[config.mk]
export PLATFORM = sky130hd
export DESIGN_NAME = vga_timing
export DESIGN_NICKNAME = d
export VERILOG_FILES = /design/src/rtl/vga_timing.sv
export SDC_FILE = /design/constraint.sdc
export NUM_CORES = 1
export LEC_CHECK = 0
export CAP_MARGIN = 5
export CORE_MARGIN = 2
export CORE_UTILIZATION = 55
export DETAILED_ROUTE_END_ITERATION = 10
export GPL_TIMING_DRIVEN = 0
export PLACE_DENSITY_LB_ADDON = 0.08
export SLEW_MARGIN = 5
export SYNTH_ARGS = -nofsm -noshare
export SYNTH_HDL_FRONTEND = slang
export SYNTH_SLANG_ARGS = --single-unit
export TNS_END_PERCENT = 20
[constraint.sdc]
create_clock -name clk -period 4.1 [get_ports clk]
set_input_delay 1.23 -clock clk [delete_from_list [all_inputs] [get_ports clk]]
set_output_delay 1.23 -clock clk [all_outputs]
set_load 0.02 [all_outputs]
[src/rtl/vga_timing.sv]
// Free-running VGA raster timing generator: column/line counters plus
// zero-latency registered blanking, sync and frame-start strobes.
module vga_timing #(
  parameter int unsigned HOR_TOTAL      = 1056,
  parameter int unsigned HOR_ACTIVE     = 800,
  parameter int unsigned HOR_SYNC_START = 840,
  parameter int unsigned HOR_SYNC_WIDTH = 128,
  parameter int unsigned VER_TOTAL      = 628,
  parameter int unsigned VER_ACTIVE     = 600,
  parameter int unsigned VER_SYNC_START = 601,
  parameter int unsigned VER_SYNC_WIDTH = 4,
  parameter int unsigned CNT_WIDTH      = 11
) (
  input  logic                 clk,
  input  logic                 rst,
  output logic [CNT_WIDTH-1:0] hcount,
  output logic [CNT_WIDTH-1:0] vcount,
  output logic                 hblnk,
  output logic                 vblnk,
  output logic                 hsync,
  output logic                 vsync,
  output logic                 frame_start
);

  localparam logic [CNT_WIDTH-1:0] H_LAST = CNT_WIDTH'(HOR_TOTAL - 1);
  localparam logic [CNT_WIDTH-1:0] H_ACT  = CNT_WIDTH'(HOR_ACTIVE);
  localparam logic [CNT_WIDTH-1:0] H_SS   = CNT_WIDTH'(HOR_SYNC_START);
  localparam logic [CNT_WIDTH-1:0] H_SE   = CNT_WIDTH'(HOR_SYNC_START + HOR_SYNC_WIDTH);
  localparam logic [CNT_WIDTH-1:0] V_LAST = CNT_WIDTH'(VER_TOTAL - 1);
  localparam logic [CNT_WIDTH-1:0] V_ACT  = CNT_WIDTH'(VER_ACTIVE);
  localparam logic [CNT_WIDTH-1:0] V_SS   = CNT_WIDTH'(VER_SYNC_START);
  localparam logic [CNT_WIDTH-1:0] V_SE   = CNT_WIDTH'(VER_SYNC_START + VER_SYNC_WIDTH);

  logic [CNT_WIDTH-1:0] hcount_q, hcount_d;
  logic [CNT_WIDTH-1:0] vcount_q, vcount_d;
  logic                 hblnk_q, hblnk_d;
  logic                 vblnk_q, vblnk_d;
  logic                 hsync_q, hsync_d;
  logic                 vsync_q, vsync_d;
  logic                 frame_start_q, frame_start_d;

  // Next counters; strobes decode the next position so they line up with it.
  always_comb begin
    hcount_d = '0;
    vcount_d = vcount_q;
    if (hcount_q < H_LAST) begin
      hcount_d = hcount_q + CNT_WIDTH'(1);
    end
    if (vcount_q > V_LAST) begin
      vcount_d = '0;
    end else if (hcount_q >= H_LAST) begin
      vcount_d = (vcount_q == V_LAST) ? '0 : vcount_q + CNT_WIDTH'(1);
    end
    hblnk_d       = (hcount_d >= H_ACT);
    vblnk_d       = (vcount_d >= V_ACT);
    hsync_d       = (hcount_d >= H_SS) && (hcount_d < H_SE);
    vsync_d       = (vcount_d >= V_SS) && (vcount_d < V_SE);
    frame_start_d = (hcount_d == '0) && (vcount_d == '0);
  end

  always_ff @(posedge clk) begin
    if (rst) begin
      hcount_q      <= '0;
      vcount_q      <= '0;
      hblnk_q       <= 1'b0;
      vblnk_q       <= 1'b0;
      hsync_q       <= 1'b0;
      vsync_q       <= 1'b0;
      frame_start_q <= 1'b0;
    end else begin
      hcount_q      <= hcount_d;
      vcount_q      <= vcount_d;
      hblnk_q       <= hblnk_d;
      vblnk_q       <= vblnk_d;
      hsync_q       <= hsync_d;
      vsync_q       <= vsync_d;
      frame_start_q <= frame_start_d;
    end
  end

  assign hcount      = hcount_q;
  assign vcount      = vcount_q;
  assign hblnk       = hblnk_q;
  assign vblnk       = vblnk_q;
  assign hsync       = hsync_q;
  assign vsync       = vsync_q;
  assign frame_start = frame_start_q;

endmodule

### Word level (Yosys, flattened, before mapping)

Index checks and enable logic that the tools add are counted.

| storage, ports and cells | value |
|---|---|
| flip-flop bits (word level) | 27 |
| bits in latches | 0 |
| bits in writable memories | 0 |
| bits in read-only memories | 0 |
| output and inout bits | 27 |
| logic and storage cells | 28 |
| memories kept | 0 |

| operators by class | value |
|---|---|
| add/subtract/negate cells | 2 |
| $mul | 0 |
| div/mod/pow operators | 0 |
| $lt $le $gt $ge | 9 |
| eq/ne operators | 1 |
| shift-type cells | 0 |
| muxes and demuxes | 4 |
| bitwise gates (word level) | 0 |
| reduce and logical (&&, ||, !) cells | 5 |

Operators by type and width:

| operator | count |
|---|---|
| $ge A11 B10 Y1 const B | 4 |
| $mux W11 | 4 |
| $add A11 B1 Y11 const B | 2 |
| $logic_not A11 Y1 | 2 |
| $lt A11 B10 Y1 const B | 2 |
| $eq A11 B10 Y1 const B | 1 |
| $ge A11 B11 Y1 const B | 1 |
| $gt A11 B10 Y1 const B | 1 |
| $lt A11 B11 Y1 const B | 1 |
| $logic_and A1 B1 Y1 | 3 |

### Logic depth before layout (Yosys ltp)

| depth | value |
|---|---|
| depth after elaboration | 6 |
| gate-level depth with buffers | 8 |
| depth with buffers taken out | 8 |

### Worst setup path before layout

OpenSTA, ideal clock, no wires.

| path | value |
|---|---|
| path kind | reg-to-reg |
| start | reg vcount_q[2] (netlist: vcount[2]) |
| end | reg vsync_q (netlist: vsync) |
| library setup time | 0.073 ns |
| arrival time | 2.341 ns |
| slack | 1.686 ns |
| stages on the path, launching flop included | 7 |
| path buffers | 0 |
| period minus slack after synthesis | 2.414 ns |
| cells stage by stage | dfxtp_1 or4_4 nor4_4 o2111ai_2 a21o_1 or4_4 nor3_2 |

| on the way | value |
|---|---|
| word-level cells in the longest chain between the ends | 6 |
| elaborated cells on any way between the ends | 9 |
| classes of those cells | add/sub: 1; order compare: 3; eq/ne: 1; mux: 3; reduce/logical: 1 |

Ends and longest elaborated chain:

| element | line | RTL |
|---|---|---|
| start: declaration | 35 | `logic [CNT_WIDTH-1:0] vcount_q, vcount_d;` |
| start signal: assignment | 72 | `vcount_q <= vcount_d;` |
| $add A11 B1 Y11 or $eq A11 B10 Y1 (tied branches) | 52 | `vcount_d = (vcount_q == V_LAST) ? '0 : vcount_q + CNT_WIDTH'(1);` |
| $mux W11 | 52 |  |
| $mux W11 | 51 | `end else if (hcount_q >= H_LAST) begin` |
| $mux W11 (*) | 49 | `if (vcount_q > V_LAST) begin` |
| $ge A11 B10 Y1 or $lt A11 B10 Y1 (tied branches) | 57 | `vsync_d = (vcount_d >= V_SS) && (vcount_d < V_SE);` |
| $logic_and A1 B1 Y1 (*) | 57 |  |
| end signal: assignment | 76 | `vsync_q <= vsync_d;` |
| end: declaration | 39 | `logic vsync_q, vsync_d;` |

Mark *: on every way between the ends. The rest lies on a longest branch, timed or not.
A chain may end at the register's enable or synchronous reset.

### Worst setup path after layout

| path | value |
|---|---|
| start | reg hcount_q[0] (netlist: hcount[0]) |
| end | reg frame_start_q (netlist: frame_start) |

| on the way | value |
|---|---|
| word-level cells in the longest chain between the ends | 5 |
| elaborated cells on any way between the ends | 9 |
| classes of those cells | add/sub: 1; order compare: 2; mux: 3; reduce/logical: 3 |

Ends and longest elaborated chain:

| element | line | RTL |
|---|---|---|
| start: declaration | 34 | `logic [CNT_WIDTH-1:0] hcount_q, hcount_d;` |
| start signal: assignment | 71 | `hcount_q <= hcount_d;` |
| $ge A11 B11 Y1 | 51 |  |
| $mux W11 | 51 |  |
| $mux W11 | 49 |  |
| $logic_not A11 Y1 | 58 | `frame_start_d = (hcount_d == '0) && (vcount_d == '0);` |
| $logic_and A1 B1 Y1 (*) | 58 |  |
| end signal: assignment | 77 | `frame_start_q <= frame_start_d;` |
| end: declaration | 40 | `logic frame_start_q, frame_start_d;` |

Marked as above.

==> results_dict.tcl <==
set metrics [dict create \
    cts_setup_buffers 0 \
    synth.distinct_cells 51 \
    crit_path_start_kind "flop" \
    hold_viol_final 0 \
    final_common_cell "nor2_1" \
    hold_depth 2 \
    cts_sinks 27 \
    setup_viol_count_final 0 \
    path_cells "ha_1 -> a21oi_1 -> o211ai_2 -> nand2_2 -> or3_1 -> o311ai_0 -> and4_1" \
    critPathCaptureType "flop" \
    start_util 0.594 \
    syn_area_mm2 0.00150 \
    wl_per_cell_um 14.5 \
    ant_nets 0 \
    fin_crit_sh 0.742 \
    worstPathRequired_ns 4.41 \
    yosys.area_share.adder 0.0167 \
    hold_path_end "vcount[1]" \
    die-area_mm2 0.00316 \
    ctsRootBufferMaster "clkbuf_4" \
    synth_fp_nets 185 \
    wirelength_um 3530 \
    cts_resized 0 \
    final_util 0.733 \
    yosys.area_share.xor_xnor 0.0876 \
    rsz0062_at_grt "no" \
    dr.pass1.iters 4 \
    synth.area.mux_share 0.0142 \
    cts_made_buffers 3 \
    cp_top_family "compound AO/OA/AOI/OAI gates" \
    ioPinCount 29 \
    power_uw 435 \
    yosys.area.top_type_share 0.361 \
    rr_startpoint "hcount[0]" \
    dp_hpwl_um 2590 \
    max_slew_margin 0.478 \
    layout.nets 218 \
    async_flop_share 0 \
    drive_gt1_frac 0.0845 \
    cpMaxStageDelayCell "o311ai_0" \
    drt-vias-per-instance 5.94 \
    detail_route.iter0.violations 58 \
    p_per_area_mw_per_mm2 235 \
    tritoncts "done" \
    diodes 0 \
    fillers 208 \
    cp.buffers_inverters 0 \
    slowest_delay_ns 0.71 \
    synth_compound_area_frac 0.146 \
    grt-ovfl-total 0 \
    synth_edf_count 0 \
    grt_max_degree 18 \
    core_area_mm2 0.00252 \
    crit_path_start "hcount[0]" \
    grt_pass1_vias 1308 \
    clkTransAtPathRegs_ns 0.17 \
    port_buffers 28 \
    rows 18 \
    synthSimpleGateAreaFrac 0.340 \
    crit_fanout 10 \
    die_h_um 56.2 \
    ff2ff_setup_slack_ns 1.06 \
    drc 0 \
    criticalPathCategory "reg -> reg" \
    maxSlewViolCount 0 \
    max-vdd-ir-drop_mv 0.200 \
    status "complete, no violations" \
    hp-class "reg -> reg" \
    crit_arrival_ns 3.35 \
    cap_violations 0 \
    synth_area_leader_cell "dfxtp_1" \
    synth_top_family_by_area "simple AND/OR/NAND/NOR gates" \
    die_w_um 56.2 \
    timing.setup.tns_ns 0 \
    holdBufCountCts 0 \
    antenna_found_initial 0 \
    synthCells 181 \
    dr_total_vias 1444 \
    clkLatencyLatePin_ns 0.35 \
    synth-main-ff-cell "dfxtp_1" \
    yosysSeqAreaShare 0.361 \
    min-delay-start "vcount[1]" \
    rr_worst_depth 7 \
    cellLeakagePower_uw 0.000701 \
    area_delta_synth_final_pct 23.3 \
    r2r_end "frame_start" \
    cts_buffer_depth 2 \
    ys_ff_latch 27 \
    tightest_slew_ns 0.773 \
    synthTopCellsByArea "dfxtp_1, nor2_1, xnor2_1" \
    mostFrequentLayoutCells "nor2_1, clkdlybuf4s50_1, dfxtp_1" \
    clock_skew_ns 0.00775 \
    synth_warnings 0 \
    max_freq_mhz 329 \
    avgSynthCellArea_um2 8.28 \
    gp_congestion 0.855 \
    h-tree-depth 1 \
    finalCriticalPeriod_ns 3.04 \
    grt_pass1_wl_um 5840 \
    grt_usage 0.232 \
]
## worst register-to-register path, stage by stage, from the launching register on
cell,delay [ns]
dfxtp_1,0.52
ha_1,0.33
a21oi_1,0.09
o211ai_2,0.40
nand2_2,0.22
or3_1,0.45
o311ai_0,0.71
and4_1,0.29
## layout make-up
type / instances / area (um^2) / area share
inverter: 4 / 15.0 / 0.00812
multi-input combinational: 144 / 910 / 0.492
timing repair buffer: 28 / 280 / 0.152
clock inverter: 1 / 8.76 / 0.00474
tap: 30 / 37.5 / 0.0203
buffer: 6 / 33.8 / 0.0183
sequential: 27 / 541 / 0.292
clock buffer: 3 / 22.5 / 0.0122
## power breakdown
| group | internal [uW] | switching, uW |
|---|---|---|
| Sequential | 266 | 5.87 |
| Clock | 40.0 | 91.5 |
| Combinational | 14.3 | 16.5 |
| Total | 321 | 114 |
## layer usage
metal / up-vias / routed length, um / global-route usage
met2: 66 / 1640 / 0.351
li1: 710 / - / -
met3: 7 / 256 / 0.0488
met5: - / 0 / 0
met4: 0 / 63 / 0.0952
met1: 661 / 1570 / 0.319
## cell families after synthesis
group	count (synthesis)
and+or+nand+nor	94
AOI/OAI and AO/OA	30
DFF	27
xor gates and xnor gates	15
buffers and inverters	10
adders and majority gates	2
muxes	2
other	1
## stage by stage
step / hold WS, ns / setup WS, ns / instances / instance area, um^2
3_3_place_gp: 0.506 / 1.33 / 239 / 1820
3_5_place_dp: 0.533 / 1.20 / 239 / 1820
6_report: 0.563 / 1.06 / 243 / 1850
2_1_floorplan: 0.560 / 1.69 / 181 / 1500
5_1_grt: 0.620 / 0.862 / 243 / 1850
4_1_cts: 0.560 / 1.15 / 243 / 1850
## worst max path at each step
| stage | endpoint | slack [ns] | depth (start not counted) |
|---|---|---|---|
| 2_1_floorplan | vsync | 1.69 | 6 |
| 3_3_place_gp | frame_start | 1.33 | 7 |
| 3_5_place_dp | frame_start | 1.20 | 7 |
| 4_1_cts | frame_start | 1.15 | 7 |
| 5_1_grt | frame_start | 0.86 | 7 |
| 6_report | frame_start | 1.06 | 7 |
## registers in the layout (all words and copies together) (netlist names)
register	count
vcount	11
hcount	11
hblnk	1
frame_start	1
hsync	1
vsync	1
vblnk	1
## Yosys cell counts, drive strengths merged (3+ instances only)
cell	n
nor2	29
inv	4
xor2	4
and3	8
a21oi	7
dfxtp	27
nor3	10
nand4	3
nand2	16
xnor2	11
o21ai	3
o211ai	3
nand3	8
clkbuf	4
Power figures use the tool's default switching activity.
